--- src/rtl/axil_demux_n_if.sv ---
// AXI-Lite 1-to-N demux bus bundle: one upstream AXI-Lite port (s_*) plus
// N downstream channels packed side by side (m_*). The "slave" modport is
// the demux view; "master" is the view of whatever surrounds it.
interface axil_demux_n_if #(
    parameter int num_slaves_p = 4,
    parameter int data_width_p = 32
);
    localparam int n_c = num_slaves_p;
    localparam int d_c = data_width_p;
    localparam int s_c = data_width_p / 8;

    logic [31:0]         s_awaddr;
    logic                s_awvalid;
    logic                s_awready;
    logic [d_c-1:0]      s_wdata;
    logic [s_c-1:0]      s_wstrb;
    logic                s_wvalid;
    logic                s_wready;
    logic [1:0]          s_bresp;
    logic                s_bvalid;
    logic                s_bready;
    logic [31:0]         s_araddr;
    logic                s_arvalid;
    logic                s_arready;
    logic [d_c-1:0]      s_rdata;
    logic [1:0]          s_rresp;
    logic                s_rvalid;
    logic                s_rready;

    logic [n_c*32-1:0]   m_awaddr;
    logic [n_c-1:0]      m_awvalid;
    logic [n_c-1:0]      m_awready;
    logic [n_c*d_c-1:0]  m_wdata;
    logic [n_c*s_c-1:0]  m_wstrb;
    logic [n_c-1:0]      m_wvalid;
    logic [n_c-1:0]      m_wready;
    logic [n_c*2-1:0]    m_bresp;
    logic [n_c-1:0]      m_bvalid;
    logic [n_c-1:0]      m_bready;
    logic [n_c*32-1:0]   m_araddr;
    logic [n_c-1:0]      m_arvalid;
    logic [n_c-1:0]      m_arready;
    logic [n_c*d_c-1:0]  m_rdata;
    logic [n_c*2-1:0]    m_rresp;
    logic [n_c-1:0]      m_rvalid;
    logic [n_c-1:0]      m_rready;

    modport slave (
        input  s_awaddr, s_awvalid, output s_awready,
        input  s_wdata, s_wstrb, s_wvalid, output s_wready,
        output s_bresp, s_bvalid, input s_bready,
        input  s_araddr, s_arvalid, output s_arready,
        output s_rdata, s_rresp, s_rvalid, input s_rready,
        output m_awaddr, m_awvalid, input m_awready,
        output m_wdata, m_wstrb, m_wvalid, input m_wready,
        input  m_bresp, m_bvalid, output m_bready,
        output m_araddr, m_arvalid, input m_arready,
        input  m_rdata, m_rresp, m_rvalid, output m_rready
    );

    modport master (
        output s_awaddr, s_awvalid, input s_awready,
        output s_wdata, s_wstrb, s_wvalid, input s_wready,
        input  s_bresp, s_bvalid, output s_bready,
        output s_araddr, s_arvalid, input s_arready,
        input  s_rdata, s_rresp, s_rvalid, output s_rready,
        input  m_awaddr, m_awvalid, output m_awready,
        input  m_wdata, m_wstrb, m_wvalid, output m_wready,
        output m_bresp, m_bvalid, input m_bready,
        input  m_araddr, m_arvalid, output m_arready,
        output m_rdata, m_rresp, m_rvalid, input m_rready
    );
endinterface

--- src/rtl/axil_demux_n.sv ---
// AXI-Lite 1-to-N address-decoding demux. One outstanding write and one
// outstanding read, on independent paths. Unmapped addresses get DECERR,
// a silent channel gets SLVERR after timeout_p cycles, and late responses
// from a timed-out channel are drained (stale bits) instead of forwarded.
module axil_demux_n #(
    parameter int          num_slaves_p      = 4,
    parameter int          data_width_p      = 32,
    parameter int          slot_addr_width_p = 8,
    parameter logic [31:0] base_addr_p       = 32'h0,
    parameter int          timeout_p         = 255,
    parameter logic [31:0] err_data_p        = 32'hDEADBEEF
) (
    input  logic          clk_i,
    input  logic          reset_n_i,
    axil_demux_n_if.slave bus
);
    localparam int n_c  = num_slaves_p;
    localparam int d_c  = data_width_p;
    localparam int s_c  = data_width_p / 8;
    localparam int iw_c = (n_c > 1) ? $clog2(n_c) : 1;
    localparam int cw_c = (timeout_p > 1) ? $clog2(timeout_p + 1) : 1;
    localparam logic [cw_c-1:0] to_last_c   = (timeout_p > 0) ? cw_c'(timeout_p - 1) : '0;
    localparam logic [d_c-1:0]  err_rdata_c = d_c'(err_data_p);

    typedef enum logic [1:0] {W_IDLE = 2'd0, W_ISSUE = 2'd1, W_RESP = 2'd2, W_B = 2'd3} w_state_t;
    typedef enum logic [1:0] {R_IDLE = 2'd0, R_ISSUE = 2'd1, R_RESP = 2'd2, R_R = 2'd3} r_state_t;

    // Returns {hit, channel index} for an address.
    function automatic logic [iw_c:0] decode(input logic [31:0] addr);
        logic [31:0] slot;
        slot = (addr - base_addr_p) >> slot_addr_width_p;
        return {(addr >= base_addr_p) && (slot < 32'(n_c)), slot[iw_c-1:0]};
    endfunction

    // write path state
    w_state_t          w_state_r, w_state_nx;
    logic              aw_held_r, w_held_r, aw_done_r, w_done_r, aw_hit_r;
    logic [31:0]       awaddr_r;
    logic [d_c-1:0]    wdata_r;
    logic [s_c-1:0]    wstrb_r;
    logic [iw_c-1:0]   aw_idx_r;
    logic [1:0]        bresp_r, bresp_nx;
    logic [cw_c-1:0]   wcnt_r;
    logic [n_c-1:0]    stale_w_r, stale_w_set_s;
    logic [n_c-1:0]    m_awvalid_s, m_wvalid_s, m_bready_s;
    logic              aw_hs_s, w_hs_s, aw_ok_s, w_ok_s, w_to_s, awready_s, wready_s;
    logic [iw_c:0]     aw_dec_s;

    // read path state
    r_state_t          r_state_r, r_state_nx;
    logic [31:0]       araddr_r;
    logic [iw_c-1:0]   ar_idx_r;
    logic [d_c-1:0]    rdata_r, rdata_nx;
    logic [1:0]        rresp_r, rresp_nx;
    logic [cw_c-1:0]   rcnt_r;
    logic [n_c-1:0]    stale_r_r, stale_r_set_s;
    logic [n_c-1:0]    m_arvalid_s, m_rready_s;
    logic              ar_hs_s, r_to_s, arready_s;
    logic [iw_c:0]     ar_dec_s;

    assign aw_dec_s  = decode(bus.s_awaddr);
    assign ar_dec_s  = decode(bus.s_araddr);
    assign awready_s = reset_n_i && (w_state_r == W_IDLE) && !aw_held_r;
    assign wready_s  = reset_n_i && (w_state_r == W_IDLE) && !w_held_r;
    assign arready_s = reset_n_i && (r_state_r == R_IDLE);
    assign w_to_s    = (timeout_p != 0) && (wcnt_r == to_last_c);
    assign r_to_s    = (timeout_p != 0) && (rcnt_r == to_last_c);

    // Write path: next state, selected channel valids/readies, handshake strobes.
    always_comb begin
        w_state_nx    = w_state_r;
        bresp_nx      = bresp_r;
        m_awvalid_s   = '0;
        m_wvalid_s    = '0;
        m_bready_s    = stale_w_r;
        stale_w_set_s = '0;
        aw_hs_s       = 1'b0;
        w_hs_s        = 1'b0;
        aw_ok_s       = 1'b0;
        w_ok_s        = 1'b0;
        case (w_state_r)
            W_IDLE: begin
                aw_hs_s = bus.s_awvalid && awready_s;
                w_hs_s  = bus.s_wvalid && wready_s;
                if ((aw_held_r || aw_hs_s) && (w_held_r || w_hs_s)) begin
                    if (aw_held_r ? aw_hit_r : aw_dec_s[iw_c]) begin
                        w_state_nx = W_ISSUE;
                    end else begin
                        w_state_nx = W_B;
                        bresp_nx   = 2'b11;
                    end
                end else begin
                    w_state_nx = W_IDLE;
                end
            end
            W_ISSUE: begin
                // a channel still draining a stale response is not addressed
                if (!stale_w_r[aw_idx_r]) begin
                    m_awvalid_s[aw_idx_r] = !aw_done_r;
                    m_wvalid_s[aw_idx_r]  = !w_done_r;
                end else begin
                    m_awvalid_s = '0;
                end
                aw_ok_s = aw_done_r || (m_awvalid_s[aw_idx_r] && bus.m_awready[aw_idx_r]);
                w_ok_s  = w_done_r || (m_wvalid_s[aw_idx_r] && bus.m_wready[aw_idx_r]);
                if (aw_ok_s && w_ok_s) begin
                    w_state_nx = W_RESP;
                end else if (w_to_s) begin
                    w_state_nx = W_B;
                    bresp_nx   = 2'b10;
                end else begin
                    w_state_nx = W_ISSUE;
                end
            end
            W_RESP: begin
                m_bready_s[aw_idx_r] = 1'b1;
                if (bus.m_bvalid[aw_idx_r]) begin
                    w_state_nx = W_B;
                    bresp_nx   = bus.m_bresp[{aw_idx_r, 1'b0} +: 2];
                end else if (w_to_s) begin
                    w_state_nx              = W_B;
                    bresp_nx                = 2'b10;
                    stale_w_set_s[aw_idx_r] = 1'b1;
                end else begin
                    w_state_nx = W_RESP;
                end
            end
            W_B: begin
                if (bus.s_bready) begin
                    w_state_nx = W_IDLE;
                end else begin
                    w_state_nx = W_B;
                end
            end
            default: begin
                w_state_nx = W_IDLE;
            end
        endcase
    end

    // Write path registers: state, captured AW/W, issue progress, timeout, stale.
    always_ff @(posedge clk_i or negedge reset_n_i) begin
        if (!reset_n_i) begin
            w_state_r <= W_IDLE;
            aw_held_r <= 1'b0;
            w_held_r  <= 1'b0;
            aw_done_r <= 1'b0;
            w_done_r  <= 1'b0;
            aw_hit_r  <= 1'b0;
            aw_idx_r  <= '0;
            awaddr_r  <= 32'h0;
            wdata_r   <= '0;
            wstrb_r   <= '0;
            bresp_r   <= 2'b00;
            wcnt_r    <= '0;
            stale_w_r <= '0;
        end else begin
            w_state_r <= w_state_nx;
            bresp_r   <= bresp_nx;
            aw_done_r <= (w_state_r == W_ISSUE) && aw_ok_s;
            w_done_r  <= (w_state_r == W_ISSUE) && w_ok_s;
            stale_w_r <= (stale_w_r & ~bus.m_bvalid) | stale_w_set_s;
            if (aw_hs_s) begin
                aw_held_r <= 1'b1;
                awaddr_r  <= bus.s_awaddr;
                aw_idx_r  <= aw_dec_s[iw_c-1:0];
                aw_hit_r  <= aw_dec_s[iw_c];
            end else if ((w_state_r == W_B) && bus.s_bready) begin
                aw_held_r <= 1'b0;
            end
            if (w_hs_s) begin
                w_held_r <= 1'b1;
                wdata_r  <= bus.s_wdata;
                wstrb_r  <= bus.s_wstrb;
            end else if ((w_state_r == W_B) && bus.s_bready) begin
                w_held_r <= 1'b0;
            end
            if ((w_state_r == W_ISSUE) || (w_state_r == W_RESP)) begin
                if (wcnt_r != to_last_c) begin
                    wcnt_r <= wcnt_r + cw_c'(1);
                end
            end else begin
                wcnt_r <= '0;
            end
        end
    end

    // Read path: next state, selected channel valid/ready, response capture.
    always_comb begin
        r_state_nx    = r_state_r;
        rdata_nx      = rdata_r;
        rresp_nx      = rresp_r;
        m_arvalid_s   = '0;
        m_rready_s    = stale_r_r;
        stale_r_set_s = '0;
        ar_hs_s       = 1'b0;
        case (r_state_r)
            R_IDLE: begin
                ar_hs_s = bus.s_arvalid && arready_s;
                if (ar_hs_s && ar_dec_s[iw_c]) begin
                    r_state_nx = R_ISSUE;
                end else if (ar_hs_s) begin
                    r_state_nx = R_R;
                    rresp_nx   = 2'b11;
                    rdata_nx   = err_rdata_c;
                end else begin
                    r_state_nx = R_IDLE;
                end
            end
            R_ISSUE: begin
                m_arvalid_s[ar_idx_r] = !stale_r_r[ar_idx_r];
                if (m_arvalid_s[ar_idx_r] && bus.m_arready[ar_idx_r]) begin
                    r_state_nx = R_RESP;
                end else if (r_to_s) begin
                    r_state_nx = R_R;
                    rresp_nx   = 2'b10;
                    rdata_nx   = err_rdata_c;
                end else begin
                    r_state_nx = R_ISSUE;
                end
            end
            R_RESP: begin
                m_rready_s[ar_idx_r] = 1'b1;
                if (bus.m_rvalid[ar_idx_r]) begin
                    r_state_nx = R_R;
                    rresp_nx   = bus.m_rresp[{ar_idx_r, 1'b0} +: 2];
                    rdata_nx   = bus.m_rdata[32'(ar_idx_r) * d_c +: d_c];
                end else if (r_to_s) begin
                    r_state_nx              = R_R;
                    rresp_nx                = 2'b10;
                    rdata_nx                = err_rdata_c;
                    stale_r_set_s[ar_idx_r] = 1'b1;
                end else begin
                    r_state_nx = R_RESP;
                end
            end
            R_R: begin
                if (bus.s_rready) begin
                    r_state_nx = R_IDLE;
                end else begin
                    r_state_nx = R_R;
                end
            end
            default: begin
                r_state_nx = R_IDLE;
            end
        endcase
    end

    // Read path registers: state, captured AR, response data, timeout, stale.
    always_ff @(posedge clk_i or negedge reset_n_i) begin
        if (!reset_n_i) begin
            r_state_r <= R_IDLE;
            araddr_r  <= 32'h0;
            ar_idx_r  <= '0;
            rdata_r   <= '0;
            rresp_r   <= 2'b00;
            rcnt_r    <= '0;
            stale_r_r <= '0;
        end else begin
            r_state_r <= r_state_nx;
            rdata_r   <= rdata_nx;
            rresp_r   <= rresp_nx;
            stale_r_r <= (stale_r_r & ~bus.m_rvalid) | stale_r_set_s;
            if (ar_hs_s) begin
                araddr_r <= bus.s_araddr;
                ar_idx_r <= ar_dec_s[iw_c-1:0];
            end
            if ((r_state_r == R_ISSUE) || (r_state_r == R_RESP)) begin
                if (rcnt_r != to_last_c) begin
                    rcnt_r <= rcnt_r + cw_c'(1);
                end
            end else begin
                rcnt_r <= '0;
            end
        end
    end

    assign bus.s_awready = awready_s;
    assign bus.s_wready  = wready_s;
    assign bus.s_bvalid  = (w_state_r == W_B);
    assign bus.s_bresp   = bresp_r;
    assign bus.s_arready = arready_s;
    assign bus.s_rvalid  = (r_state_r == R_R);
    assign bus.s_rresp   = rresp_r;
    assign bus.s_rdata   = rdata_r;

    assign bus.m_awaddr  = {n_c{awaddr_r}};
    assign bus.m_awvalid = m_awvalid_s;
    assign bus.m_wdata   = {n_c{wdata_r}};
    assign bus.m_wstrb   = {n_c{wstrb_r}};
    assign bus.m_wvalid  = m_wvalid_s;
    assign bus.m_bready  = m_bready_s;
    assign bus.m_araddr  = {n_c{araddr_r}};
    assign bus.m_arvalid = m_arvalid_s;
    assign bus.m_rready  = m_rready_s;
endmodule

--- src/flat_wrapper.sv ---
// flat-port wrapper written by rule: the top's interface ports become plain ports
module axil_demux_n_flat 
#(
    parameter int          num_slaves_p      = 4,
    parameter int          data_width_p      = 32,
    parameter int          slot_addr_width_p = 8,
    parameter logic [31:0] base_addr_p       = 32'h0,
    parameter int          timeout_p         = 255,
    parameter logic [31:0] err_data_p        = 32'hDEADBEEF
)
  (clk_i, reset_n_i, bus_s_awaddr, bus_s_awvalid, bus_s_awready, bus_s_wdata, bus_s_wstrb, bus_s_wvalid, bus_s_wready, bus_s_bresp, bus_s_bvalid, bus_s_bready, bus_s_araddr, bus_s_arvalid, bus_s_arready, bus_s_rdata, bus_s_rresp, bus_s_rvalid, bus_s_rready, bus_m_awaddr, bus_m_awvalid, bus_m_awready, bus_m_wdata, bus_m_wstrb, bus_m_wvalid, bus_m_wready, bus_m_bresp, bus_m_bvalid, bus_m_bready, bus_m_araddr, bus_m_arvalid, bus_m_arready, bus_m_rdata, bus_m_rresp, bus_m_rvalid, bus_m_rready);
  axil_demux_n_if #(.num_slaves_p(num_slaves_p), .data_width_p(data_width_p)) bus_i ();
  input  logic clk_i;
  input  logic reset_n_i;
  input wire logic [$bits(bus_i.s_awaddr)-1:0] bus_s_awaddr;
  input wire logic [$bits(bus_i.s_awvalid)-1:0] bus_s_awvalid;
  output wire logic [$bits(bus_i.s_awready)-1:0] bus_s_awready;
  input wire logic [$bits(bus_i.s_wdata)-1:0] bus_s_wdata;
  input wire logic [$bits(bus_i.s_wstrb)-1:0] bus_s_wstrb;
  input wire logic [$bits(bus_i.s_wvalid)-1:0] bus_s_wvalid;
  output wire logic [$bits(bus_i.s_wready)-1:0] bus_s_wready;
  output wire logic [$bits(bus_i.s_bresp)-1:0] bus_s_bresp;
  output wire logic [$bits(bus_i.s_bvalid)-1:0] bus_s_bvalid;
  input wire logic [$bits(bus_i.s_bready)-1:0] bus_s_bready;
  input wire logic [$bits(bus_i.s_araddr)-1:0] bus_s_araddr;
  input wire logic [$bits(bus_i.s_arvalid)-1:0] bus_s_arvalid;
  output wire logic [$bits(bus_i.s_arready)-1:0] bus_s_arready;
  output wire logic [$bits(bus_i.s_rdata)-1:0] bus_s_rdata;
  output wire logic [$bits(bus_i.s_rresp)-1:0] bus_s_rresp;
  output wire logic [$bits(bus_i.s_rvalid)-1:0] bus_s_rvalid;
  input wire logic [$bits(bus_i.s_rready)-1:0] bus_s_rready;
  output wire logic [$bits(bus_i.m_awaddr)-1:0] bus_m_awaddr;
  output wire logic [$bits(bus_i.m_awvalid)-1:0] bus_m_awvalid;
  input wire logic [$bits(bus_i.m_awready)-1:0] bus_m_awready;
  output wire logic [$bits(bus_i.m_wdata)-1:0] bus_m_wdata;
  output wire logic [$bits(bus_i.m_wstrb)-1:0] bus_m_wstrb;
  output wire logic [$bits(bus_i.m_wvalid)-1:0] bus_m_wvalid;
  input wire logic [$bits(bus_i.m_wready)-1:0] bus_m_wready;
  input wire logic [$bits(bus_i.m_bresp)-1:0] bus_m_bresp;
  input wire logic [$bits(bus_i.m_bvalid)-1:0] bus_m_bvalid;
  output wire logic [$bits(bus_i.m_bready)-1:0] bus_m_bready;
  output wire logic [$bits(bus_i.m_araddr)-1:0] bus_m_araddr;
  output wire logic [$bits(bus_i.m_arvalid)-1:0] bus_m_arvalid;
  input wire logic [$bits(bus_i.m_arready)-1:0] bus_m_arready;
  input wire logic [$bits(bus_i.m_rdata)-1:0] bus_m_rdata;
  input wire logic [$bits(bus_i.m_rresp)-1:0] bus_m_rresp;
  input wire logic [$bits(bus_i.m_rvalid)-1:0] bus_m_rvalid;
  output wire logic [$bits(bus_i.m_rready)-1:0] bus_m_rready;
  assign bus_i.s_awaddr = bus_s_awaddr;
  assign bus_i.s_awvalid = bus_s_awvalid;
  assign bus_s_awready = bus_i.s_awready;
  assign bus_i.s_wdata = bus_s_wdata;
  assign bus_i.s_wstrb = bus_s_wstrb;
  assign bus_i.s_wvalid = bus_s_wvalid;
  assign bus_s_wready = bus_i.s_wready;
  assign bus_s_bresp = bus_i.s_bresp;
  assign bus_s_bvalid = bus_i.s_bvalid;
  assign bus_i.s_bready = bus_s_bready;
  assign bus_i.s_araddr = bus_s_araddr;
  assign bus_i.s_arvalid = bus_s_arvalid;
  assign bus_s_arready = bus_i.s_arready;
  assign bus_s_rdata = bus_i.s_rdata;
  assign bus_s_rresp = bus_i.s_rresp;
  assign bus_s_rvalid = bus_i.s_rvalid;
  assign bus_i.s_rready = bus_s_rready;
  assign bus_m_awaddr = bus_i.m_awaddr;
  assign bus_m_awvalid = bus_i.m_awvalid;
  assign bus_i.m_awready = bus_m_awready;
  assign bus_m_wdata = bus_i.m_wdata;
  assign bus_m_wstrb = bus_i.m_wstrb;
  assign bus_m_wvalid = bus_i.m_wvalid;
  assign bus_i.m_wready = bus_m_wready;
  assign bus_i.m_bresp = bus_m_bresp;
  assign bus_i.m_bvalid = bus_m_bvalid;
  assign bus_m_bready = bus_i.m_bready;
  assign bus_m_araddr = bus_i.m_araddr;
  assign bus_m_arvalid = bus_i.m_arvalid;
  assign bus_i.m_arready = bus_m_arready;
  assign bus_i.m_rdata = bus_m_rdata;
  assign bus_i.m_rresp = bus_m_rresp;
  assign bus_i.m_rvalid = bus_m_rvalid;
  assign bus_m_rready = bus_i.m_rready;
  axil_demux_n #(.num_slaves_p(num_slaves_p), .data_width_p(data_width_p), .slot_addr_width_p(slot_addr_width_p), .base_addr_p(base_addr_p), .timeout_p(timeout_p), .err_data_p(err_data_p)) u_core (.clk_i(clk_i), .reset_n_i(reset_n_i), .bus(bus_i));
endmodule
--- config.mk ---
export PLATFORM = sky130hd
export DESIGN_NAME = axil_demux_n_flat
export DESIGN_NICKNAME = d
export VERILOG_FILES = /design/src/rtl/axil_demux_n_if.sv /design/src/rtl/axil_demux_n.sv /design/src/flat_wrapper.sv
export SDC_FILE = /design/constraint.sdc
export NUM_CORES = 1
export LEC_CHECK = 0
export ABC_AREA = 1
export CAP_MARGIN = 20
export CORE_AREA = 2 2 283 285
export CTS_BUF_LIST = sky130_fd_sc_hd__clkbuf_4
export DETAILED_ROUTE_END_ITERATION = 10
export DIE_AREA = 0 0 285 287
export PLACE_DENSITY_LB_ADDON = 0.12
export REMOVE_ABC_BUFFERS = 1
export SYNTH_ARGS = -nofsm -noshare
export SYNTH_HDL_FRONTEND = slang
export SYNTH_SLANG_ARGS = --single-unit
--- constraint.sdc ---
create_clock -name clk_i -period 2.12 [get_ports clk_i]
set_input_delay 0.424 -clock clk_i [delete_from_list [all_inputs] [get_ports clk_i]]
set_output_delay 0.424 -clock clk_i [all_outputs]
set_load 0.005 [all_outputs]
==> results.txt, run 1 <==
The post-synthesis cell type with the largest combined area is dfrtp_1. The post-route antenna net violation count is 0, and the largest stage delay on the critical path is 0.46 ns. The die covers 81,800 um^2. Highest-delay cell along the critical path: dfrtp_2.

The H-tree was split into 4 levels. The fraction of final layout cells with drive strength greater than 1 is 0.315. After synthesis, the cell types taking the most area are dfrtp_1 37%, buf_4 20%, nand2_1 15%.

The number of antenna violations at the first check in global routing came out at 25. The post-synthesis mux area share came out at 0.0353. For the number of maximum-capacitance violations, the log shows 0. The actual transition at the worst max-transition pin works out to 0.685 ns.

Clock-pin slew was measured on the worst setup and hold paths at 0.20 ns. The maximum number of pins on one net before global-route repair is 98, and the share of the clock period used by the worst path is 1.20. The checks that failed: setup timing. The number of vias per cell was 3.83; the summed area of non-filler cells in the final layout was 20,800 um^2. After detailed placement, the total cell area comes to 18,400 um^2. The commonest cells after synthesis are 473 x nand2_1, 305 x buf_4, 169 x dfrtp_1. Across the VDD grid, the largest voltage drop is 573 uV. The CTS buffer count is 17, and the worst-path maximum fanout is 8.

The most frequent cell after synthesis was nand2_1. TritonCTS built the clock tree. The tools report the total instance count after detailed placement as 3,052. The final design utilization is 0.265. The tools report the non-filler instance count after layout as 3,317. Relative to the synthesized area, the layout overhead comes to 81.0%. Synthesis instantiated 33 different standard cells from the library. For the number of iterations in the first detailed-routing pass, the log shows 8. The XOR/XNOR share of the synthesized area was 0.000762; the cell leakage power was 10.2 nW. The post-synthesis share of cell area spent on full adders, half adders and majority gates is 0.0152, and the vias after detailed routing is 12,700. The number of global-route vias before repair came out at 13,400. The Yosys step of the flow raised 0 warnings. Number of placement rows: 103.

The main combinational cell family by area after synthesis was buffers and inverters. The logs give 0 for the residual DRC count and 1.70 ns for the worst path required time. Counting I/O delays and the setup requirement, the final critical path takes 2.54 ns.

In this run the deepest clock path goes through 2 buffers. The run gives -6.63 ns as the setup TNS. Timing would allow up to 394 MHz. The gate count after technology mapping was 1,548. The most numerous cell type found on the critical path is buf_6. The global placer's final weighted congestion is 0.810. The startpoint type of the worst setup path was a flip-flop. The number of enable flip-flop cells after synthesis was 0; the arrival time of the worst setup path was 2.12 ns.

The logs give 0.10 ns for the worst setup slack for register-to-register paths and 0.146 for the initial cell density of the core. The portion of synthesized cell area occupied by the leading cell type came out at 0.368. For the total congestion overflow, the log shows 0.

The clock latency at the later pin of the worst-skew pair came out at 0.74 ns. The logs give 0.368 for the sequential element share of the synthesized area and 169 for the number of sinks driven by the clock tree. The final number of max-transition violations came out at 0. Setup repair after global routing could not meet its margin everywhere. After detailed routing, the average wire length per cell comes to 21.3 um. The path class of the tightest hold or removal check is in2reg. The flow ran to the end, but the final reports show violations. The wire length of the first global-routing pass came out at 97,500 um. The count of buffers inserted at the top-level ports is 731, and the slack of the critical path is -0.421 ns.

Setup violations remaining at the end of the flow were counted as 27. The floorplan step set the die width to 285 um. The critical path is of the reg2out type.

The most used flip-flop cell after synthesis is dfrtp_1. The area of the core is 78,600 um^2, and the die height is 287 um. The run gives 11,500 um^2 as the post-synthesis instance area.

The critical path goes through buf_6 > buf_6 > nand3_2 > nand2_2 > nor2_4 > inv_4 > nor3_2 > buf_2. The total of flip-flops plus latches after synthesis came out at 169. The tools report the fill cell instance count of the final layout as 8,621.

The simple logic cell fraction of the synthesized area is 0.237. The number of hold violations in the final report is 0, and the post-synthesis area per instance is 7.42 um^2. For this run, the post-layout net count is 2,536.

Areal power density over the cells: 1490 nW/um^2. The global routing usage summed across all routing layers came out at 0.166. The nature of the critical path endpoint is an output pin. The proportion of synthesized flip-flops having asynchronous set or reset works out to 1.00. The final routed wirelength across all metal layers is 70,500 um, and the worst slew slack as a fraction of its limit is 0.543. Root buffer cell: clkbuf_4. The area fraction in compound gates after synthesis is 0.0889, and the I/O pin count is 732. The post-DP HPWL was 50,500 um. The worst clock skew is 0.0265 ns, and the count of routing violations after the opening detailed-route iteration is 485.
-- repair_timing --
action,4_1_cts,5_1_grt
pin swaps,19,19
gates cloned,1,3
hold endpoints to repair,169,0
hold buffers,2,0
buffers inserted,205,54
setup endpoints to repair,491,245
gates resized for setup,1125,258
-- layout make-up --
type	instances	area, um^2	share of cell area
timing repair buffer	1044	9720	0.467
multi-input combinational	916	4720	0.227
sequential	169	4330	0.208
tap	1050	1310	0.0632
inverter	103	413	0.0199
clock inverter	15	165	0.00794
clock buffer	17	128	0.00614
antenna	3	7.51	0.000361
-- state kept, by name (all words and copies together) (netlist names) --
| register | flops |
|---|---|
| u_core.araddr_r | 31 |
| u_core.wcnt_r | 8 |
| u_core.w_held_r | 1 |
| u_core.aw_held_r | 1 |
| u_core.r_state_r | 2 |
| u_core.awaddr_r | 31 |
| u_core.w_done_r | 1 |
| u_core.aw_done_r | 1 |
| u_core.rcnt_r | 8 |
| u_core.ar_idx_r | 1 |
| u_core.bus.s_rresp | 2 |
| u_core.w_state_r | 2 |
| u_core.wdata_r | 32 |
| u_core.wstrb_r | 4 |
| u_core.stale_w_r | 4 |
| u_core.aw_hit_r | 1 |
| u_core.bus.s_rdata | 32 |
| u_core.bus.s_bresp | 2 |
| u_core.aw_idx_r | 1 |
| u_core.stale_r_r | 4 |
-- path summary, 6_finish.rpt --
check,cells after the start,end,start
setup / recovery,8,bus_m_awvalid[2],u_core.aw_idx_r[0]
hold / removal,3,u_core.awaddr_r[3],bus_s_awaddr[3]
setup reg to reg,13,u_core.bus.s_rdata[0],u_core.araddr_r[9]
hold reg to reg,2,u_core.aw_hit_r,u_core.aw_hit_r
max in group asynchronous,3,u_core.wdata_r[19],reset_n_i
min in group asynchronous,3,u_core.bus.s_rdata[9],reset_n_i
-- per-layer routing --
metal,global-route usage,share of wire,up-vias
met5,0,0.00057,-
met4,0.0300,0.017,6
met3,0.0354,0.052,78
met2,0.329,0.55,500
met1,0.181,0.39,6067
li1,-,-,6048
-- cell families after synthesis --
group                    count (synthesis)
AND/OR/NAND/NOR                        679
buffers and inverters                  464
AO/OA/AOI/OAI                          185
flip-flops                             169
multiplexers                            36
adder cells (fa/ha/maj)                 14
XOR/XNOR                                 1
-- worst max-delay path: cells and delay by family, from the launching register on --
| family | cells | cell delay (ns) |
|---|---|---|
| buffers and inverters | 4 | 0.46 |
| DFF | 1 | 0.46 |
| and+or+nand+nor | 4 | 0.45 |
-- where the power goes --
group          switching (W)  internal, W
Clock                0.00152     0.000727
Sequential           0.00178      0.00477
Combinational         0.0106       0.0117
-- placed cells by master, fill, tap and decap left out, types with 55 or more instances in the layout --
| master | count |
|---|---|
| buf_4 | 171 |
| dlygate4sd2_1 | 189 |
| o21ai_0 | 60 |
| dfrtp_1 | 89 |
| buf_6 | 172 |
| nand3_1 | 76 |
| nand2_1 | 447 |
| clkdlybuf4s50_1 | 269 |
| inv_1 | 83 |
| buf_2 | 55 |
| clkdlybuf4s15_1 | 110 |
| dfrtp_2 | 80 |
| nor2_1 | 85 |
-- metrics by stage --
step	total power (W)	hold slack [ns]	worst slack, ns
2_1_floorplan	0.0120	0.128	-1.07
3_3_place_gp	0.0258	0.279	-0.484
3_5_place_dp	0.0256	0.279	-0.511
4_1_cts	0.0304	0.0454	-0.584
5_1_grt	0.0335	0.0987	-0.630
6_report	0.0311	0.204	-0.421
No activity file was read; power rests on OpenSTA's default activity.
==> inputs of run 2 (changes only) <==
--- a/config.mk
+++ b/config.mk
@@ -5,12 +5,11 @@
 export SDC_FILE = /design/constraint.sdc
 export NUM_CORES = 1
 export LEC_CHECK = 0
-export ABC_AREA = 1
 export CAP_MARGIN = 20
-export CORE_AREA = 2 2 283 285
+export CORE_AREA = 2 2 288 290
 export CTS_BUF_LIST = sky130_fd_sc_hd__clkbuf_4
 export DETAILED_ROUTE_END_ITERATION = 10
-export DIE_AREA = 0 0 285 287
+export DIE_AREA = 0 0 290 292
 export PLACE_DENSITY_LB_ADDON = 0.12
 export REMOVE_ABC_BUFFERS = 1
 export SYNTH_ARGS = -nofsm -noshare
==> constraint.sdc (replaced) <==
create_clock -name clk_i -period 2.12 [get_ports clk_i]
set_input_delay 0.424 -clock clk_i [delete_from_list [all_inputs] [get_ports clk_i]]
set_output_delay 0.424 -clock clk_i [all_outputs]
set_load 0.01 [all_outputs]
==> results.txt, run 2 <==
The tools report the largest vdd supply drop as 474 uV (-17%). The run gives 4 (-4) as the number of iterations in the first detailed-routing pass. By count the netlist is led by 302 x buf_4, 169 x dfrtp_1, 100 x mux2_2.

On the critical path, the stage with the largest delay is an instance of mux4_2. The total congestion overflow is 0 (unchanged). The final design utilization came out at 0.252 (-0.0123). The checks that failed: setup timing. TritonCTS built the clock tree. The library cell used most frequently in the layout, excluding fill and tap cells, is clkdlybuf4s50_1.

The sequential element share of the synthesized area is 0.385 (+0.0167), and the share of the clock period used by the worst path is 1.30 (+0.102). Post-synthesis instance area: 11,000 um^2 (-4.3%). The number of antenna violations at the first check in global routing is 12 (-52%).

The flow ran to the end, but the final reports show violations. The achievable frequency is 363 MHz (-7.8%). The global routing usage summed across all routing layers was 0.138 (-0.0287).

The final routed wirelength across all metal layers is 59,200 um (-16%), and the number of hold violations in the final report is 0 (unchanged). The run gives 732 (unchanged) as the I/O pin count. The path with the worst hold slack has its endpoint at u_core.awaddr_r[3]. The run gives 0 (unchanged) as the final number of max-transition violations.

The maximum clock path buffer count was 2 (unchanged); the routed length per placed instance was 20.8 um (-2.0%). The number of cell instances on the worst register-to-register path came out at 11 (-2). The die height was 292 um (+1.7%). The worst clock skew was 0.0535 ns (+0.0269 ns); the areal power density over the cells was 1580 nW/um^2 (+5.8%). The proportion of synthesized flip-flops having asynchronous set or reset is 1.00 (unchanged). The worst setup slack for register-to-register paths is -0.21 ns (-0.31 ns), and the global placer's final weighted congestion is 0.746 (-8.0%). The portion of synthesized cell area occupied by the leading cell type was 0.385 (+0.0167). Setup repair after global routing could not meet its margin everywhere.

The worst register-to-register path ends at u_core.bus.s_rdata[23]. The post-synthesis area per instance was 10.9 um^2 (+47%); the gate count after technology mapping was 1,005 (-35%). The CTS buffer count came out at 17 (unchanged). The count of unique library cells instantiated by Yosys is 65 (+97%), and the post-route antenna net violation count is 0 (unchanged). Kind of critical path: reg2out. The tools report the total of warnings raised by yosys as 0 (unchanged). Post-synthesis cell type with the largest combined area: dfrtp_1. Number of nets in the layout: 2,042 (-19%). CTS placed an instance of clkbuf_4 at the clock tree root.

The worst hold-check path type is in2reg. Worst setup slack after placement: -0.903 ns (-0.391 ns). For the total instance count after detailed placement, the log shows 2,585 (-15%). STA classifies the critical path startpoint as a flip-flop. For the residual DRC count, the log shows 0 (unchanged).

In this run the critical register-to-register path is launched from u_core.ar_idx_r[0]. By area the synthesized netlist is led by dfrtp_1 38%, buf_4 21%, mux2_2 10%. The clock latency at the later pin of the worst-skew pair came out at 0.76 ns (+0.02 ns). The clock slew seen by the registers of the worst setup and hold paths was 0.22 ns (+0.02 ns). The worst-path maximum fanout works out to 4 (-4).

The final-report setup violation count was 66 (+140%); the actual transition at the worst max-transition pin was 0.755 ns (+0.0698 ns). The wire length of the first global-routing pass is 83,300 um (-15%), and the count of routing violations after the opening detailed-route iteration is 281 (-42%). The worst slew slack as a fraction of its limit is 0.497 (-0.0465), and the number of maximum-capacitance violations is 0 (unchanged). The tools report the fill cell instance count of the final layout as 8,869 (+2.9%). Relative to the synthesized area, the layout overhead comes to 87.2%. The number of global-route vias before repair came out at 11,100 (-17%). The largest stage delay on the critical path was 0.53 ns (+0.07 ns); the maximum number of pins on one net before global-route repair was 53 (-46%). The number of placement rows is 105 (+1.9%). The most frequent cell after synthesis was buf_4. The final critical-path required period was 2.76 ns (+0.215 ns). The count of buffers inserted at the top-level ports works out to 731 (unchanged).

The cell leakage power is 9.13 nW (-10%). The arrival time of the worst setup path was 2.33 ns (+0.21 ns); the vias after detailed routing was 10,500 (-18%). Startpoint of the worst hold path: bus_s_awaddr[3]. The count of H-tree levels built during CTS is 4 (unchanged). The number of vias per cell was 3.68 (-3.8%).

The top cell types in the final layout, fill and taps aside, are 271 x clkdlybuf4s50_1, 239 x buf_4, 162 x dlygate4sd2_1, 142 x buf_6, 109 x clkbuf_2. The number of enable flip-flop cells after synthesis came out at 0 (unchanged). The fraction of final layout cells with drive strength greater than 1 was 0.523 (+0.208).

The top flip-flop cell by instance count after synthesis is dfrtp_1. The slack of the critical path was -0.636 ns (-0.215 ns); the horizontal extent of the die was 290 um (+1.8%). The run gives 169 (unchanged) as the number of sinks driven by the clock tree.

The non-filler instance count after layout is 2,843 (-14%). The combined flip-flop and latch cell area was 4310 um^2 (-0.52%); the hold-critical path depth was 2 (-1). Traced cell by cell, the critical path runs through mux4_2 > or3_4 > nor3_1 > buf_2. The post-DP HPWL was 43,300 um (-14%); the initial cell density of the core was 0.135 (-0.0114).

The tools report the area of the die as 84,700 um^2 (+3.5%). The total of flip-flops plus latches after synthesis is 169 (unchanged). The area of the core came out at 81,600 um^2 (+3.8%). The multi-input combinational cell area is 4750 um^2 (+0.61%). For the worst path required time, the log shows 1.70 ns (about the same). The nature of the critical path endpoint was an output pin.
run 2: layout make-up:
cell class | count | share of cell area
clock inverter | 15 | 0.00979
sequential | 169 | 0.209
tap | 1070 | 0.0650
timing repair buffer | 1073 | 0.468
inverter | 49 | 0.0103
antenna | 3 | 0.000365
multi-input combinational | 447 | 0.231
clock buffer | 17 | 0.00620
run 2: kinds of logic after synthesis:
| group | after synthesis | share of synthesized area |
|---|---|---|
| compound gates | 109 | 0.0829 |
| xor+xnor | 12 | 0.00956 |
| fa+ha+maj | 14 | 0.0159 |
| buf+inv | 390 | 0.238 |
| flops | 169 | 0.385 |
| mux | 142 | 0.188 |
| simple gates | 169 | 0.0801 |
run 2: per-stage QoR:
step,hold WS [ns],TNS [ns],instance area (um^2),total power [W]
after floorplan,0.128,-94.33,8560,0.0134
after global placement,0.464,-32.64,18200,0.0270
after detailed placement,0.473,-34.03,18200,0.0270
after CTS,0.109,-37.22,20400,0.0323
after global routing,0.132,-25.43,20600,0.0347
final,0.262,-14.35,20600,0.0325
run 2: worst max-delay path by stage:
stage / from / endpoint / slack [ns] / cells past startpoint
finish: u_core.aw_idx_r[0] / bus_m_awvalid[0] / -0.64 / 4
global route: u_core.aw_idx_r[0] / bus_m_wvalid[0] / -0.85 / 4
CTS: u_core.aw_idx_r[0] / bus_m_wvalid[3] / -0.87 / 4
detailed placement: bus_m_arready[0] / u_core.bus.s_rresp[1] / -0.90 / 6
global placement: bus_m_arready[0] / u_core.bus.s_rdata[21] / -0.87 / 6
floorplan: u_core.ar_idx_r[0] / u_core.bus.s_rdata[18] / -1.76 / 5
run 2: report_power, final:
| part | leakage (nW) | internal (W) | switching [W] |
|---|---|---|---|
| sequential | 2.01 | 0.00478 | 0.00160 |
| combinational | 6.95 | 0.0130 | 0.0109 |
| clock | 0.170 | 0.000676 | 0.00159 |
| total | 9.13 | 0.0185 | 0.0141 |
run 2: repair_timing:
| item | 4_1_cts | 5_1_grt |
|---|---|---|
| buffers inserted | 189 | 63 |
| setup endpoints to repair | 500 | 258 |
| gates resized for setup | 1163 | 345 |
| hold buffers | 1 | 0 |
| gates cloned | 7 | 0 |
| endpoints found under the hold margin | 68 | 0 |
| pin swaps | 27 | 33 |
run 2: metal layers:
layer  track usage  wire length, um  vias up
met5             0               69        -
met4        0.0361             1040       12
met3        0.0419             3880       61
met2         0.259            31700      435
met1         0.149            22500     5190
li1              -                -     4776
run 2: critical path: cells and delay by family, from the launching register on:
kind / cells / cell delay, ns
muxes: 1 / 0.53
and+or+nand+nor: 2 / 0.53
DFF: 1 / 0.40
buffers and inverters: 1 / 0.16
==> inputs of run 3 (changes only) <==
--- a/config.mk
+++ b/config.mk
@@ -6,10 +6,12 @@
 export NUM_CORES = 1
 export LEC_CHECK = 0
 export CAP_MARGIN = 20
-export CORE_AREA = 2 2 288 290
+export CELL_PAD_IN_SITES_DETAIL_PLACEMENT = 1
+export CELL_PAD_IN_SITES_GLOBAL_PLACEMENT = 1
+export CORE_AREA = 2 2 283 285
 export CTS_BUF_LIST = sky130_fd_sc_hd__clkbuf_4
 export DETAILED_ROUTE_END_ITERATION = 10
-export DIE_AREA = 0 0 290 292
+export DIE_AREA = 0 0 285 287
 export PLACE_DENSITY_LB_ADDON = 0.12
 export REMOVE_ABC_BUFFERS = 1
 export SYNTH_ARGS = -nofsm -noshare
==> constraint.sdc (replaced) <==
create_clock -name clk_i -period 2.35 [get_ports clk_i]
set_input_delay 0.47 -clock clk_i [delete_from_list [all_inputs] [get_ports clk_i]]
set_output_delay 0.47 -clock clk_i [all_outputs]
set_load 0.01 [all_outputs]
==> results.txt, run 3 (synthesized netlist as in run 2, its figures left out) <==
The slowest stage of the critical path belongs to the cell mux4_2. The cell sitting at the root of the clock tree is a clkbuf_4. The residual DRC count is 0 (unchanged), and the count of buffers inserted at the top-level ports is 731 (unchanged).

The initial cell density of the core was 0.140 (+0.00509); the cell leakage power was 8.65 nW (-5.2%). For the number of placement rows, the log shows 103 (-1.9%). In this run the worst hold path is classified as in2reg. In the layout the commonest cells are 376 x clkdlybuf4s50_1, 312 x dlygate4sd2_1, 196 x buf_4, 106 x dfrtp_1, 100 x mux2_2.

The run gives 79,500 um (-4.5%) as the wire length of the first global-routing pass. Based on the critical path, the design can be clocked at up to 357 MHz. STA classifies the critical path startpoint as a flip-flop. The final number of max-transition violations was 0 (unchanged). The number of iterations in the first detailed-routing pass is 4 (unchanged), and the area growth from synthesis to layout is 81.6%.

The actual transition at the worst max-transition pin was 0.882 ns (+0.127 ns). The kind of critical path was reg2out. The I/O pin count came out at 732 (unchanged). The count of H-tree levels built during CTS was 4 (unchanged); the number of global-route vias before repair was 11,100 (-0.21%). Minimum hold slack: 0.346 ns (+0.0841 ns). The final routed wirelength across all metal layers was 57,000 um (-3.7%). The routed length per placed instance is 20.9 um (+0.44%).

The post-route antenna net violation count is 0 (unchanged), and the count of routing violations after the opening detailed-route iteration is 216 (-23%). The maximum clock path buffer count was 2 (unchanged). The worst-path maximum fanout was 4 (unchanged).

Largest stage delay on the critical path: 0.54 ns (about the same). The areal power density over the cells is 1400 nW/um^2 (-11%). The post-DP HPWL was 43,500 um (+0.39%).

The cell class contributing the biggest share of worst-path delay was multiplexers. Area of the core: 78,600 um^2 (-3.6%). For the worst path required time, the log shows 1.88 ns (+0.18 ns).

The final reports fail on setup timing. The share of the clock period used by the worst path was 1.19. Number of maximum-capacitance violations: 0 (unchanged).

The tools report the number of antenna violations at the first check in global routing as 8 (-4). The total congestion overflow was 0 (unchanged). Clock slew seen by the registers of the worst setup and hold paths: 0.20 ns (-0.02 ns).

CTS buffer count: 17 (unchanged). The die height came out at 287 um (-1.7%). The library cell used most frequently in the layout, excluding fill and tap cells, is clkdlybuf4s50_1. The slack of the critical path was -0.449 ns (+0.188 ns). The number of nets in the layout came out at 1,944 (-4.8%). The count of buffering cells on the critical path with inverters included is 1 (unchanged).

STA classifies the critical path endpoint as an output pin. The run finished, with violations left. The largest vdd supply drop was 552 uV (+16%).

The area of the die was 81,800 um^2 (-3.4%); the vias after detailed routing was 10,200 (-3.1%). The fraction of final layout cells with drive strength greater than 1 was 0.361 (-0.162). Final-report setup violation count: 14 (-79%). The signal on the critical path passes through mux4_2 > or3_4 > nor3_2 > buf_2. The maximum number of pins on one net before global-route repair is 57 (+7.5%), and the total power is 0.0279 W (-14%).

The horizontal extent of the die came out at 285 um (-1.7%). For the arrival time of the worst setup path, the log shows 2.33 ns (about the same). The run gives 0 (unchanged) as the number of hold violations in the final report. The global placer's final weighted congestion was 0.749 (+0.47%); the worst slew slack as a fraction of its limit was 0.412 (-0.0849).

The routed design could run at a clock period as short as 2.80 ns. The number of vias per cell was 3.73 (+1.1%); the worst clock skew was 0.0470 ns (-0.00652 ns). For the number of sinks driven by the clock tree, the log shows 169 (unchanged). Setup repair after global routing could not meet its margin everywhere.

The global routing usage summed across all routing layers was 0.133 (-0.00441); the fill cell instance count of the final layout was 8,943 (+0.83%). TritonCTS built the clock tree. Clock latency at the later pin of the worst-skew pair: 0.73 ns (-0.03 ns).
## run 3: cell types whose count changed in the layout (fill, tap and decap cells not counted), sizes merged, moves of 3 or more
cell,previous run,this run
buf,460,281
clkdlybuf4s50,271,376
dlygate4sd2,162,312
clkbuf,128,23
clkdlybuf4s15,65,0
clkinv,7,4
## run 3: area by class of cell
| cell class | instances | area (um^2) | share of cell area |
|---|---|---|---|
| antenna | 3 | 7.51 | 0.000376 |
| clock inverter | 14 | 180 | 0.00903 |
| multi-input combinational | 446 | 4630 | 0.232 |
| sequential | 169 | 4310 | 0.216 |
| clock buffer | 18 | 135 | 0.00677 |
| inverter | 49 | 216 | 0.0108 |
| timing repair buffer | 976 | 9170 | 0.459 |
| tap | 1050 | 1310 | 0.0658 |
## run 3: worst paths after layout
| path | startpoint | endpoint | slack, ns | cells after the start |
|---|---|---|---|---|
| setup / recovery | u_core.aw_idx_r[0] | bus_m_wvalid[0] | -0.45 | 4 |
| hold / removal | bus_s_araddr[8] | u_core.ar_idx_r[0] | 0.35 | 2 |
| setup reg to reg | u_core.ar_idx_r[0] | u_core.bus.s_rdata[0] | -0.05 | 9 |
| hold reg to reg | u_core.aw_hit_r | u_core.aw_hit_r | 0.51 | 2 |
| max in group asynchronous | reset_n_i | u_core.araddr_r[31] | 0.66 | 6 |
| min in group asynchronous | reset_n_i | u_core.bus.s_rdata[7] | 0.56 | 3 |
## run 3: power by group
group / internal, W / switching (W) / total, W
logic: 0.0111 / 0.00902 / 0.0201
clock network: 0.000775 / 0.00128 / 0.00205
registers: 0.00432 / 0.00149 / 0.00580
## run 3: metrics by stage
stage	TNS [ns]	utilization	cells	area [um^2]	worst slack [ns]
2_1_floorplan	-64.93	-	664	8560	-1.53
3_3_place_gp	-28.65	0.229	2541	18000	-0.818
3_5_place_dp	-31.19	0.229	2541	18000	-0.839
4_1_cts	-9.37	0.249	2707	19500	-0.671
5_1_grt	-7.22	0.254	2724	20000	-0.631
6_report	-3.54	0.254	2725	20000	-0.449
## run 3: per-layer routing
| layer | part of all wire | up-vias | GRT usage |
|---|---|---|---|
| li1 | - | 4565 | - |
| met1 | 0.39 | 5160 | 0.146 |
| met2 | 0.54 | 401 | 0.254 |
| met3 | 0.065 | 26 | 0.0394 |
| met4 | 0.011 | 0 | 0.0258 |
| met5 | 0 | - | 0 |
## run 3: timing repair
item	in CTS	in global routing
pin swaps	25	21
hold buffers	1	0
cloned	3	4
setup endpoints to repair	480	67
hold endpoints to repair	89	0
resized for setup	709	62
setup buffers	134	20
==> patch 1 (flow settings as in run 1) <==
`data_width_p` is set to 32 in 3 places; all go to 64.
--- a/src/rtl/axil_demux_n_if.sv
+++ b/src/rtl/axil_demux_n_if.sv
@@ -3,7 +3,7 @@
 // the demux view; "master" is the view of whatever surrounds it.
 interface axil_demux_n_if #(
     parameter int num_slaves_p = 4,
-    parameter int data_width_p = 32
+    parameter int data_width_p = 64
 );
     localparam int n_c = num_slaves_p;
     localparam int d_c = data_width_p;
--- a/src/rtl/axil_demux_n.sv
+++ b/src/rtl/axil_demux_n.sv
@@ -4,7 +4,7 @@
 // from a timed-out channel are drained (stale bits) instead of forwarded.
 module axil_demux_n #(
     parameter int          num_slaves_p      = 4,
-    parameter int          data_width_p      = 32,
+    parameter int          data_width_p      = 64,
     parameter int          slot_addr_width_p = 8,
     parameter logic [31:0] base_addr_p       = 32'h0,
     parameter int          timeout_p         = 255,
--- a/src/flat_wrapper.sv
+++ b/src/flat_wrapper.sv
@@ -2,7 +2,7 @@
 module axil_demux_n_flat 
 #(
     parameter int          num_slaves_p      = 4,
-    parameter int          data_width_p      = 32,
+    parameter int          data_width_p      = 64,
     parameter int          slot_addr_width_p = 8,
     parameter logic [31:0] base_addr_p       = 32'h0,
     parameter int          timeout_p         = 255,
Ports: changed (6 resized); port bits go from 732 to 1072. The function was not compared with the original's and may differ.
==> patch 1 against run 1 <==
- the flow now stops in 3_2_place_iop
- synthesized area rose by 44%
==> patch 1: results (changes against run 1) <==
outcome=did not finish; Failed at=3_2_place_iop; First Err=[ERROR PPL-0024] Number of IO pins (1072) exceeds maximum number of available positions (1030). Increase the die perimeter from 1144.00um to 1457.92um.; number of flops mapped to enable cells by yosys=0 (unchanged); sequential cell area fraction in the yosys report=0.357 (-0.0108); Synth Instances=2297 (+48%); Synth top cells by count=nand2_1 (676), buf_4 (416), nor2_1 (268), dfrtp_1 (237), nand3_1 (152); FFs w/ async S/R, synth=1.00 (unchanged); top cells by area, synth=dfrtp_1 (36%), buf_4 (19%), nand2_1 (15%), nor2_1 (6.1%), mux2_2 (4.9%); Synth Register Bits=237 (+40%); Yosys cell types=32 (-3.0%); YS warnings=0 (unchanged); top_reg_cell synth=dfrtp_1
-- patch 1: changes by cell type after synthesis, sizes merged, moves of 11 or more --
cell	change
nor2	+169
o22a	+11
nand3b	+11
clkbuf	+35
mux2	+36
dfrtp	+68
buf	+126
nand2	+202
o21ai	+44
nand3	+71
-- patch 1: cell families after synthesis --
| kind of cell | after synthesis | share of synthesized area |
|---|---|---|
| simple gates | 1130 | 0.272 |
| compound gates | 223 | 0.0748 |
| mux | 72 | 0.0488 |
| fa+ha+maj | 14 | 0.0106 |
| flops | 237 | 0.357 |
| buf+inv | 621 | 0.236 |
==> patch 2 (config.mk and constraints of run 1) <==
Without the edit above. Take the reset off `rdata_r` and load it in a clocked block of its own.
--- a/src/rtl/axil_demux_n.sv
+++ b/src/rtl/axil_demux_n.sv
@@ -253,13 +253,11 @@
             r_state_r <= R_IDLE;
             araddr_r  <= 32'h0;
             ar_idx_r  <= '0;
-            rdata_r   <= '0;
             rresp_r   <= 2'b00;
             rcnt_r    <= '0;
             stale_r_r <= '0;
         end else begin
             r_state_r <= r_state_nx;
-            rdata_r   <= rdata_nx;
             rresp_r   <= rresp_nx;
             stale_r_r <= (stale_r_r & ~bus.m_rvalid) | stale_r_set_s;
             if (ar_hs_s) begin
@@ -274,6 +272,10 @@
                 rcnt_r <= '0;
             end
         end
+    end
+
+    always_ff @(posedge clk_i) begin
+        rdata_r <= rdata_nx;
     end
 
     assign bus.s_awready = awready_s;
Function: changed (Yosys sat finds a counterexample within 4 cycles, from zero or initial values and one cycle with reset_n_i low; the reset may be asserted at any time).
==> patch 2 against run 1 <==
- wire length decreased by 19%
- combinational power fell by 14%
- synthesized cell count down 12%
- sequential cell count unchanged
- final area decreased by 3.0%
- largest power group unchanged
- clock skew up 0.021 ns
- worst setup slack worse by 0.036 ns
- total power is 10% lower
- worst hold slack worse by 0.024 ns
- the run still ends with setup timing left
- via count is 9.2% lower
- synthesized area is 3.9% lower
- cell count down 6.3%
- die area unchanged
- fmax fell by 1.4%
==> patch 2: results (changes against run 1) <==
outcome=finished with violations; failing checks=setup timing; Synth Area in Adders=0.0159 (+0.000620); top cells by area, synth=dfrtp_1 (31%), buf_4 (21%), nand2_1 (10%), edfxtp_1 (8.7%), o21ai_0 (4.5%); vias in the first global route=11900 (-11%); sequential cell area fraction in the yosys report=0.398 (+0.0295); post-synthesis xor/xnor area fraction=0.000793 (+0.0000310); Synth top cells by count=buf_4 (302), nand2_1 (296), dfrtp_1 (137), o21ai_0 (100), inv_1 (90); Final Wtd Congestion=0.787 (-2.9%); post-synthesis mux area share=0.0367 (+0.00144); Worst VDD drop=0.000458 V (-20%); global-route wire length before repair=81800 um (-16%); GRT Resource Usage Total=0.136 (-0.0304); endpoints failing setup=28 (+3.7%); DR pass1 iterations=6 (-2); ClkCell Share=0.0144 (+0.000314); Synth Area in Compound Gates=0.106 (+0.0170); Cell Count, Final, Fillers Out=3109 (-6.3%); Clock Skews=0.0477 ns (+0.0211 ns); largest net degree at the start of global routing=133 (+36%); delay-heaviest family, CP=buffers and inverters; Synth Instances=1363 (-12%); Inverters=94 (-8.7%); Non-clock buffering overhead=0.466 (-0.00157); r2r setup slk=-0.06 ns (-0.16 ns); hold_ws=0.180 ns (-0.0241 ns); multi-input gate share of total cell area=0.214 (-0.0126); ANT cells=5 (+2); actual slew at the worst max-slew pin=0.971 ns (+0.286 ns); fillcell total=8694 (+0.85%); initial drt markers=393 (-19%); Worst Hold Path EP=u_core.awaddr_r[5]; post-route setup slack=-0.457 ns (-0.0360 ns); Yosys cell types=38 (+15%); Wirelength per Cell=18.4 um (-13%); post-DR vias/cell=3.71 (-3.1%); setup tns final=-7.36 ns (-0.727 ns); ratio of cells with drive above 1 in the final layout=0.279 (-0.0355); Seq area share=0.221 (+0.0127); initial antenna violation count=8 (-68%); origin of the critical flop-to-flop path=u_core.ar_idx_r[0]; worst reg2reg endpoint=u_core.bus.s_rdata[0]; hold_sp=bus_s_awaddr[5]; placed insts=2886 (-5.4%); number of flops mapped to enable cells by yosys=32 (+32); Crit Path Class=register to output pin; CP startpoint=u_core.awaddr_r[9]; Signal buffers=1014 (-2.9%); HPWL Detailed=42800 um (-15%); leakage power=9.38 nW (-7.8%); multi-input gates=746 (-19%)
==> patch 2: changes by cell type in the layout (fill, tap and decap cells not counted), sizes merged, moves of 8 or more <==
cell / change
nand2: -175
dlygate4sd2: +104
buf: -87
clkbuf: -41
dfrtp: -32
edfxtp: +32
nand3: -27
nor2: -13
nor3: +13
o21ai: +12
o2111ai: +11
nand4: +9
inv: -8
o22ai: -8
==> patch 2: what timing repair did <==
| item | in CTS | in global routing |
|---|---|---|
| endpoints found under the setup margin | 495 | 201 |
| pin swaps | 27 | 33 |
| endpoints found under the hold margin | 5 | 0 |
| resized for setup | 885 | 185 |
| hold buffers | 1 | 0 |
| gates cloned | 1 | 4 |
| buffers inserted | 156 | 56 |
==> patch 2: report_power, final <==
group	leakage, nW	switching [mW]	total (mW)	internal [mW]
clock network	0.151	1.48	2.20	0.722
registers	1.97	1.41	6.51	5.10
logic	7.26	8.88	19.2	10.3
==> patch 2: stage by stage <==
step           instance area (um2)   util  power (mW)  setup WS [ns]
6_report                     20200  0.257        27.9         -0.457
5_1_grt                      20200  0.257        30.2         -0.632
4_1_cts                      19500  0.248        27.2         -0.602
3_5_place_dp                 18000  0.229        24.0         -0.730
3_3_place_gp                 18000  0.229        24.0         -0.700
2_1_floorplan                 8540      -        11.3          -1.20
==> patch 2: routing by layer <==
layer	share of wire	vias up	global-route usage	wire [um]
met1	0.38	5484	0.147	21800
met3	0.072	43	0.0445	4140
met5	0.00023	-	0	13
li1	-	5540	-	-
met2	0.53	460	0.252	30400
met4	0.016	2	0.0372	909
==> patch 2: worst min-delay path: stages <==
cell	delay, ns
clkdlybuf4s50_1	0.40
nand2_1	0.06
nand2_1	0.04
